[config.mk]
export PLATFORM = sky130hd
export DESIGN_NAME = instruction_fetch_unit_flat
export DESIGN_NICKNAME = d
export VERILOG_FILES = /design/src/rtl/instruction_fetch_unit_if.sv /design/src/rtl/instruction_fetch_unit.sv /design/src/flat_wrapper.sv
export SDC_FILE = /design/constraint.sdc
export NUM_CORES = 1
export LEC_CHECK = 0
export CAP_MARGIN = 20
export CORE_UTILIZATION = 24
export CTS_CLUSTER_DIAMETER = 80
export DETAILED_ROUTE_END_ITERATION = 16
export PLACE_DENSITY_LB_ADDON = 0.2
export SETUP_SLACK_MARGIN = 0.02
export SKIP_LAST_GASP = 1
export SYNTH_ARGS = -nofsm -noshare
export SYNTH_HDL_FRONTEND = slang
export SYNTH_SLANG_ARGS = --single-unit
[constraint.sdc]
create_clock -name clk -period 2.2 [get_ports clk]
set_input_delay 0.33 -clock clk [delete_from_list [all_inputs] [get_ports clk]]
set_output_delay 0.33 -clock clk [all_outputs]
set_load 0.01 [all_outputs]
[src/rtl/instruction_fetch_unit_if.sv]
// Instruction-memory request/response bundle between the fetch unit and imem.
// Latency: none (wires only).
// Backpressure: req_valid/req_ready handshake on the request; responses are not backpressured.
interface instruction_fetch_unit_if #(
  parameter int DATA_WIDTH = 32
);
  logic                  imem_req_valid_o;
  logic                  imem_req_ready_i;
  logic [DATA_WIDTH-1:0] imem_req_addr_o;
  logic                  imem_rsp_valid_i;
  logic [DATA_WIDTH-1:0] imem_rsp_data_i;

  // Fetch unit side: issues requests and consumes responses.
  modport master (
    output imem_req_valid_o,
    output imem_req_addr_o,
    input  imem_req_ready_i,
    input  imem_rsp_valid_i,
    input  imem_rsp_data_i
  );

  // Memory side: accepts requests and returns responses.
  modport slave (
    input  imem_req_valid_o,
    input  imem_req_addr_o,
    output imem_req_ready_i,
    output imem_rsp_valid_i,
    output imem_rsp_data_i
  );
endinterface

[src/rtl/instruction_fetch_unit.sv]
// IF stage: owns the PC, fetches from imem with one request in flight, presents {instr, pc, pc+4} to IF/ID.
// Latency: request issued in REQ, response captured one edge after it arrives; best case 3 cycles per instruction.
// Backpressure: holds request while imem_req_ready_i=0; holds presented instruction while IF_ID_write_en_i=0.
module instruction_fetch_unit #(
  parameter int                    DATA_WIDTH = 32,
  parameter logic [DATA_WIDTH-1:0] RESET_PC   = 32'h0000_0000,
  parameter logic [DATA_WIDTH-1:0] NOP_INSTR  = 32'h0000_0013
) (
  input  logic                       clk,
  input  logic                       rst_n,
  input  logic                       IF_ID_write_en_i,
  input  logic                       redirect_i,
  input  logic [DATA_WIDTH-1:0]      redirect_pc_i,
  instruction_fetch_unit_if.master   imem,
  output logic                       IF_valid_o,
  output logic [DATA_WIDTH-1:0]      IF_instruction_o,
  output logic [DATA_WIDTH-1:0]      IF_pc_o,
  output logic [DATA_WIDTH-1:0]      IF_pc_plus4_o
);

  typedef enum logic [1:0] {
    S_REQ  = 2'd0,
    S_WAIT = 2'd1,
    S_HOLD = 2'd2,
    S_DROP = 2'd3
  } state_e;

  state_e                state_q, state_d;
  logic [DATA_WIDTH-1:0] pc_q, pc_d;
  logic                  valid_q, valid_d;
  logic [DATA_WIDTH-1:0] instr_q, instr_d;
  logic [DATA_WIDTH-1:0] out_pc_q, out_pc_d;
  logic [DATA_WIDTH-1:0] out_pc4_q, out_pc4_d;

  logic [DATA_WIDTH-1:0] redir_pc;
  logic [DATA_WIDTH-1:0] pc_plus4;
  logic                  req_accept;

  // Low address bits of a redirect target are dropped so pc_q stays word aligned.
  assign redir_pc = redirect_pc_i & ~DATA_WIDTH'(3);
  assign pc_plus4 = pc_q + DATA_WIDTH'(4);

  // Request is decoded from state; gated by rst_n so nothing is offered while reset is held.
  assign imem.imem_req_valid_o = (state_q == S_REQ) && rst_n;
  assign imem.imem_req_addr_o  = pc_q;
  assign req_accept            = imem.imem_req_valid_o && imem.imem_req_ready_i;

  assign IF_valid_o       = valid_q;
  assign IF_instruction_o = instr_q;
  assign IF_pc_o          = out_pc_q;
  assign IF_pc_plus4_o    = out_pc4_q;

  // Next-state logic: redirect outranks every other event in every state.
  always_comb begin
    state_d   = state_q;
    pc_d      = pc_q;
    valid_d   = valid_q;
    instr_d   = instr_q;
    out_pc_d  = out_pc_q;
    out_pc4_d = out_pc4_q;
    case (state_q)
      S_REQ: begin
        if (redirect_i) begin
          pc_d    = redir_pc;
          // A request accepted in the redirect cycle is for the old path; its response must be dropped.
          state_d = req_accept ? S_DROP : S_REQ;
        end else if (req_accept) begin
          state_d = S_WAIT;
        end
      end
      S_WAIT: begin
        if (redirect_i) begin
          pc_d    = redir_pc;
          // If the stale response lands now it is simply ignored; otherwise wait it out in DROP.
          state_d = imem.imem_rsp_valid_i ? S_REQ : S_DROP;
        end else if (imem.imem_rsp_valid_i) begin
          instr_d   = imem.imem_rsp_data_i;
          out_pc_d  = pc_q;
          out_pc4_d = pc_plus4;
          valid_d   = 1'b1;
          state_d   = S_HOLD;
        end
      end
      S_HOLD: begin
        if (redirect_i) begin
          pc_d    = redir_pc;
          valid_d = 1'b0;
          instr_d = NOP_INSTR;
          state_d = S_REQ;
        end else if (IF_ID_write_en_i) begin
          pc_d    = pc_plus4;
          valid_d = 1'b0;
          instr_d = NOP_INSTR;
          state_d = S_REQ;
        end
      end
      S_DROP: begin
        if (redirect_i) begin
          pc_d = redir_pc;
        end
        // The outstanding stale response retires the drop even if a redirect arrives with it,
        // otherwise the unit would wait for a response that never comes.
        if (imem.imem_rsp_valid_i) begin
          state_d = S_REQ;
        end
      end
      default: begin
        state_d = S_REQ;
      end
    endcase
  end

  // State and output registers; asynchronous reset returns to a fetch of RESET_PC with a NOP bubble.
  always_ff @(posedge clk or negedge rst_n) begin
    if (!rst_n) begin
      state_q   <= S_REQ;
      pc_q      <= RESET_PC;
      valid_q   <= 1'b0;
      instr_q   <= NOP_INSTR;
      out_pc_q  <= '0;
      out_pc4_q <= '0;
    end else begin
      state_q   <= state_d;
      pc_q      <= pc_d;
      valid_q   <= valid_d;
      instr_q   <= instr_d;
      out_pc_q  <= out_pc_d;
      out_pc4_q <= out_pc4_d;
    end
  end

endmodule
[src/flat_wrapper.sv]
// flat-port wrapper written by rule: the top's interface ports become plain ports
module instruction_fetch_unit_flat 
#(
  parameter int                    DATA_WIDTH = 32,
  parameter logic [DATA_WIDTH-1:0] RESET_PC   = 32'h0000_0000,
  parameter logic [DATA_WIDTH-1:0] NOP_INSTR  = 32'h0000_0013
)
  (clk, rst_n, IF_ID_write_en_i, redirect_i, redirect_pc_i, IF_valid_o, IF_instruction_o, IF_pc_o, IF_pc_plus4_o, imem_imem_req_valid_o, imem_imem_req_addr_o, imem_imem_req_ready_i, imem_imem_rsp_valid_i, imem_imem_rsp_data_i);
  instruction_fetch_unit_if #(.DATA_WIDTH(DATA_WIDTH)) imem_i ();
  input  logic clk;
  input  logic rst_n;
  input  logic IF_ID_write_en_i;
  input  logic redirect_i;
  input  logic [DATA_WIDTH-1:0] redirect_pc_i;
  output logic IF_valid_o;
  output logic [DATA_WIDTH-1:0] IF_instruction_o;
  output logic [DATA_WIDTH-1:0] IF_pc_o;
  output logic [DATA_WIDTH-1:0] IF_pc_plus4_o;
  output wire logic [$bits(imem_i.imem_req_valid_o)-1:0] imem_imem_req_valid_o;
  output wire logic [$bits(imem_i.imem_req_addr_o)-1:0] imem_imem_req_addr_o;
  input wire logic [$bits(imem_i.imem_req_ready_i)-1:0] imem_imem_req_ready_i;
  input wire logic [$bits(imem_i.imem_rsp_valid_i)-1:0] imem_imem_rsp_valid_i;
  input wire logic [$bits(imem_i.imem_rsp_data_i)-1:0] imem_imem_rsp_data_i;
  assign imem_imem_req_valid_o = imem_i.imem_req_valid_o;
  assign imem_imem_req_addr_o = imem_i.imem_req_addr_o;
  assign imem_i.imem_req_ready_i = imem_imem_req_ready_i;
  assign imem_i.imem_rsp_valid_i = imem_imem_rsp_valid_i;
  assign imem_i.imem_rsp_data_i = imem_imem_rsp_data_i;
  instruction_fetch_unit #(.DATA_WIDTH(DATA_WIDTH), .RESET_PC(RESET_PC), .NOP_INSTR(NOP_INSTR)) u_core (.clk(clk), .rst_n(rst_n), .IF_ID_write_en_i(IF_ID_write_en_i), .redirect_i(redirect_i), .redirect_pc_i(redirect_pc_i), .imem(imem_i), .IF_valid_o(IF_valid_o), .IF_instruction_o(IF_instruction_o), .IF_pc_o(IF_pc_o), .IF_pc_plus4_o(IF_pc_plus4_o));
endmodule
==> flow_metrics.tcl <==
set metrics [dict create \
    fmax_mhz 486 \
    clk_path_buf_depth 2 \
    ys_warn_count 0 \
    grt_max_degree 126 \
    pwr-share-clk_pct 29.1 \
    grt_util_all_layers_pct 16.1 \
    routed_via_density 4.35 \
    clkSinkCount 125 \
    grt_pass1_vias 5097 \
    finalHoldViolCount 30 \
    tightestPinTransition_ns 0.762 \
    finalCritPeriodShare_pct 93.5 \
    firstDrtPassIters 4 \
    path_clk_slew_ns 0.06 \
    drive_gt1_share_pct 12.9 \
    start_util_pct 24.7 \
    fin_crit_ns 2.06 \
    cts_inserted_buffers 17 \
    hpwl_um 13000 \
    layout_setup_ws_ns 0.144 \
    rsz0062_at_grt "false" \
    ir_drop_uv 507 \
    synth-seq-area-share_pct 55.2 \
    dieWidth_um 156 \
    antenna_cells 0 \
    synth_area_leaders "dfrtp_1 (54%), nand2_1 (10%), o21ai_0 (4.8%)" \
    slew_headroom_pct 49.2 \
    cts_tree "done" \
    final_cell_mix "clkdlybuf4s50_1 (189), nand2_1 (154), dfrtp_1 (122), o21ai_0 (54), buf_4 (47)" \
    yosys_register_bits 125 \
    p_int_w 0.00668 \
    reg2reg_from "u_core.imem.imem_req_addr_o[2]" \
    port_buffers 191 \
    clock_skew_ns 0.0144 \
    die_area_um2 24200 \
    place_inst 1101 \
    synth_edf_count 0 \
    synth_area_leader_cell "dfrtp_1" \
    ys_types 53 \
    drc 0 \
    worst_ep_arrival_time_ns 1.73 \
    worstPathMaxFanout 8 \
    drtIter0Drc 195 \
    wl_per_cell_um 16.2 \
    cts_root_buf "clkbuf_16" \
    clock_latency_ns 0.43 \
    ys.flop_type "dfrtp_1" \
    ant_nets 0 \
    regToRegSetupSlack_ns 0.20 \
    powerDensity_nw_per_um2 1100 \
    maxCapViolCount 0 \
    drv_slew 0 \
    worst_setup_path_end_kind "primary output" \
    cp.required_ns 1.87 \
    async_flop_share_pct 100 \
    io_pins 200 \
    seq_power_share_pct 36.5 \
    placeableCoreArea_um2 22900 \
    wl_um 18400 \
    holdWs_ns -0.0183 \
    status "finished, violations left" \
    tns_ns 0 \
    rr_endpoint "u_core.imem.imem_req_addr_o[24]" \
    vias 4930 \
    fp.dieH_um 156 \
    antenna_found_initial 0 \
    synth_top_area_share_pct 53.8 \
    cp-start-kind "register" \
    netlist_instances 585 \
    pre_cts_ws_ns 0.164 \
    worstRegToRegCells 6 \
    grt-ovfl-total 0 \
    switchingPower_w 0.00301 \
    post-cts-setup-buffers 0 \
    fill_cells 2319 \
    instances_no_fill 1133 \
    syn_area_um2 5670 \
    hp-class "input port to asynchronous set/reset pin" \
    fin_nets 878 \
    cellLeakagePower_nw 3.81 \
    syn_to_final_growth_pct 56.0 \
    worst-setup-path-type "register to primary output" \
    grt_pass1_wl_um 29400 \
    layout_commonest_cell "clkdlybuf4s50_1" \
    avgSynthCellArea_um2 9.69 \
    combPwrFrac_pct 34.5 \
    holdBufCountCts 0 \
    rows 55 \
    h-tree-depth 4 \
    ctsResizeCount 1 \
    finalSetupViolCount 0 \
    switching_share_pct 31.1 \
    place.gp.congestion 0.714 \
    violations "negative hold slack" \
]
[worst max-delay path, cell delays in order (launching register included)]
cell	delay, ns
dfrtp_1	0.47
nor3b_2	0.25
clkdlybuf4s50_1	0.59
[cell families after synthesis]
logic type      Yosys count  synth area share, %
buf+inv                  51                 3.97
xor+xnor                 45                 6.95
simple gates            241                 19.5
mux                       1                0.199
fa+ha+maj                 1                0.221
flops                   125                 55.2
compound gates          120                 13.9
other cells               1               0.0661
[state kept, by name, indices dropped and copies added (netlist names)]
signal,flops
u_core.imem.imem_req_addr_o,30
u_core.IF_valid_o,1
u_core.IF_pc_plus4_o,30
u_core.state_q,2
u_core.IF_instruction_o,32
u_core.IF_pc_o,30
[metrics by stage]
stage / utilization [%] / power (W) / hold WS, ns / instance area, um2
2_1_floorplan: - / 0.00480 / 0.0344 / 5690
3_3_place_gp: 36.0 / 0.00694 / 0.458 / 8260
3_5_place_dp: 36.0 / 0.00696 / 0.463 / 8260
4_1_cts: 38.6 / 0.00987 / 0.0596 / 8850
5_1_grt: 38.6 / 0.0103 / 0.0942 / 8850
6_report: 38.6 / 0.00969 / -0.0183 / 8850
[power groups by stage]
stage	registers (W)	clock network, W	logic (W)
after floorplan	0.00391	0	0.000889
after global placement	0.00357	0	0.00337
after detailed placement	0.00357	0	0.00339
after CTS	0.00355	0.00292	0.00340
after global routing	0.00364	0.00303	0.00366
final	0.00353	0.00282	0.00334
[cells in the mapped netlist (all sizes together) (6+ instances only)]
cell type / instances
a21oi: 10
nand2: 154
nor2: 14
xor2: 27
nand3: 22
nor3: 6
o22ai: 6
nand4: 15
and3: 8
xnor2: 18
dfrtp: 122
buf: 14
clkbuf: 31
a22o: 29
and2: 6
o21ai: 57
[metal layers]
layer / GRT usage, % / vias up / share of wire (%)
met5: 0 / - / 0
met4: 4.34 / 0 / 1.0
met3: 5.86 / 11 / 7.4
met2: 25.3 / 150 / 45
met1: 20.9 / 2334 / 47
li1: - / 2435 / -
[worst max path at each step]
stage / start / end / slack [ns] / depth (start not counted)
after floorplan: u_core.imem.imem_req_addr_o[2] / u_core.imem.imem_req_addr_o[24] / 0.16 / 6
after global placement: IF_ID_write_en_i / u_core.imem.imem_req_addr_o[24] / 0.18 / 6
after detailed placement: IF_ID_write_en_i / u_core.imem.imem_req_addr_o[24] / 0.16 / 6
after CTS: u_core.state_q[1] / imem_imem_req_valid_o / 0.10 / 2
after global routing: u_core.state_q[1] / imem_imem_req_valid_o / 0.03 / 2
final: u_core.state_q[1] / imem_imem_req_valid_o / 0.14 / 2
[cell type report]
class | count | area [um2] | share of cell area (%)
repair buffers | 243 | 2360 | 26.7
inverters | 6 | 22.5 | 0.255
clock inverters | 14 | 145 | 1.64
flip-flops and latches | 125 | 3130 | 35.4
well taps | 313 | 392 | 4.43
multi-input cells | 414 | 2360 | 26.6
clock buffers | 18 | 439 | 4.96
(Power assumes the default switching activity.)
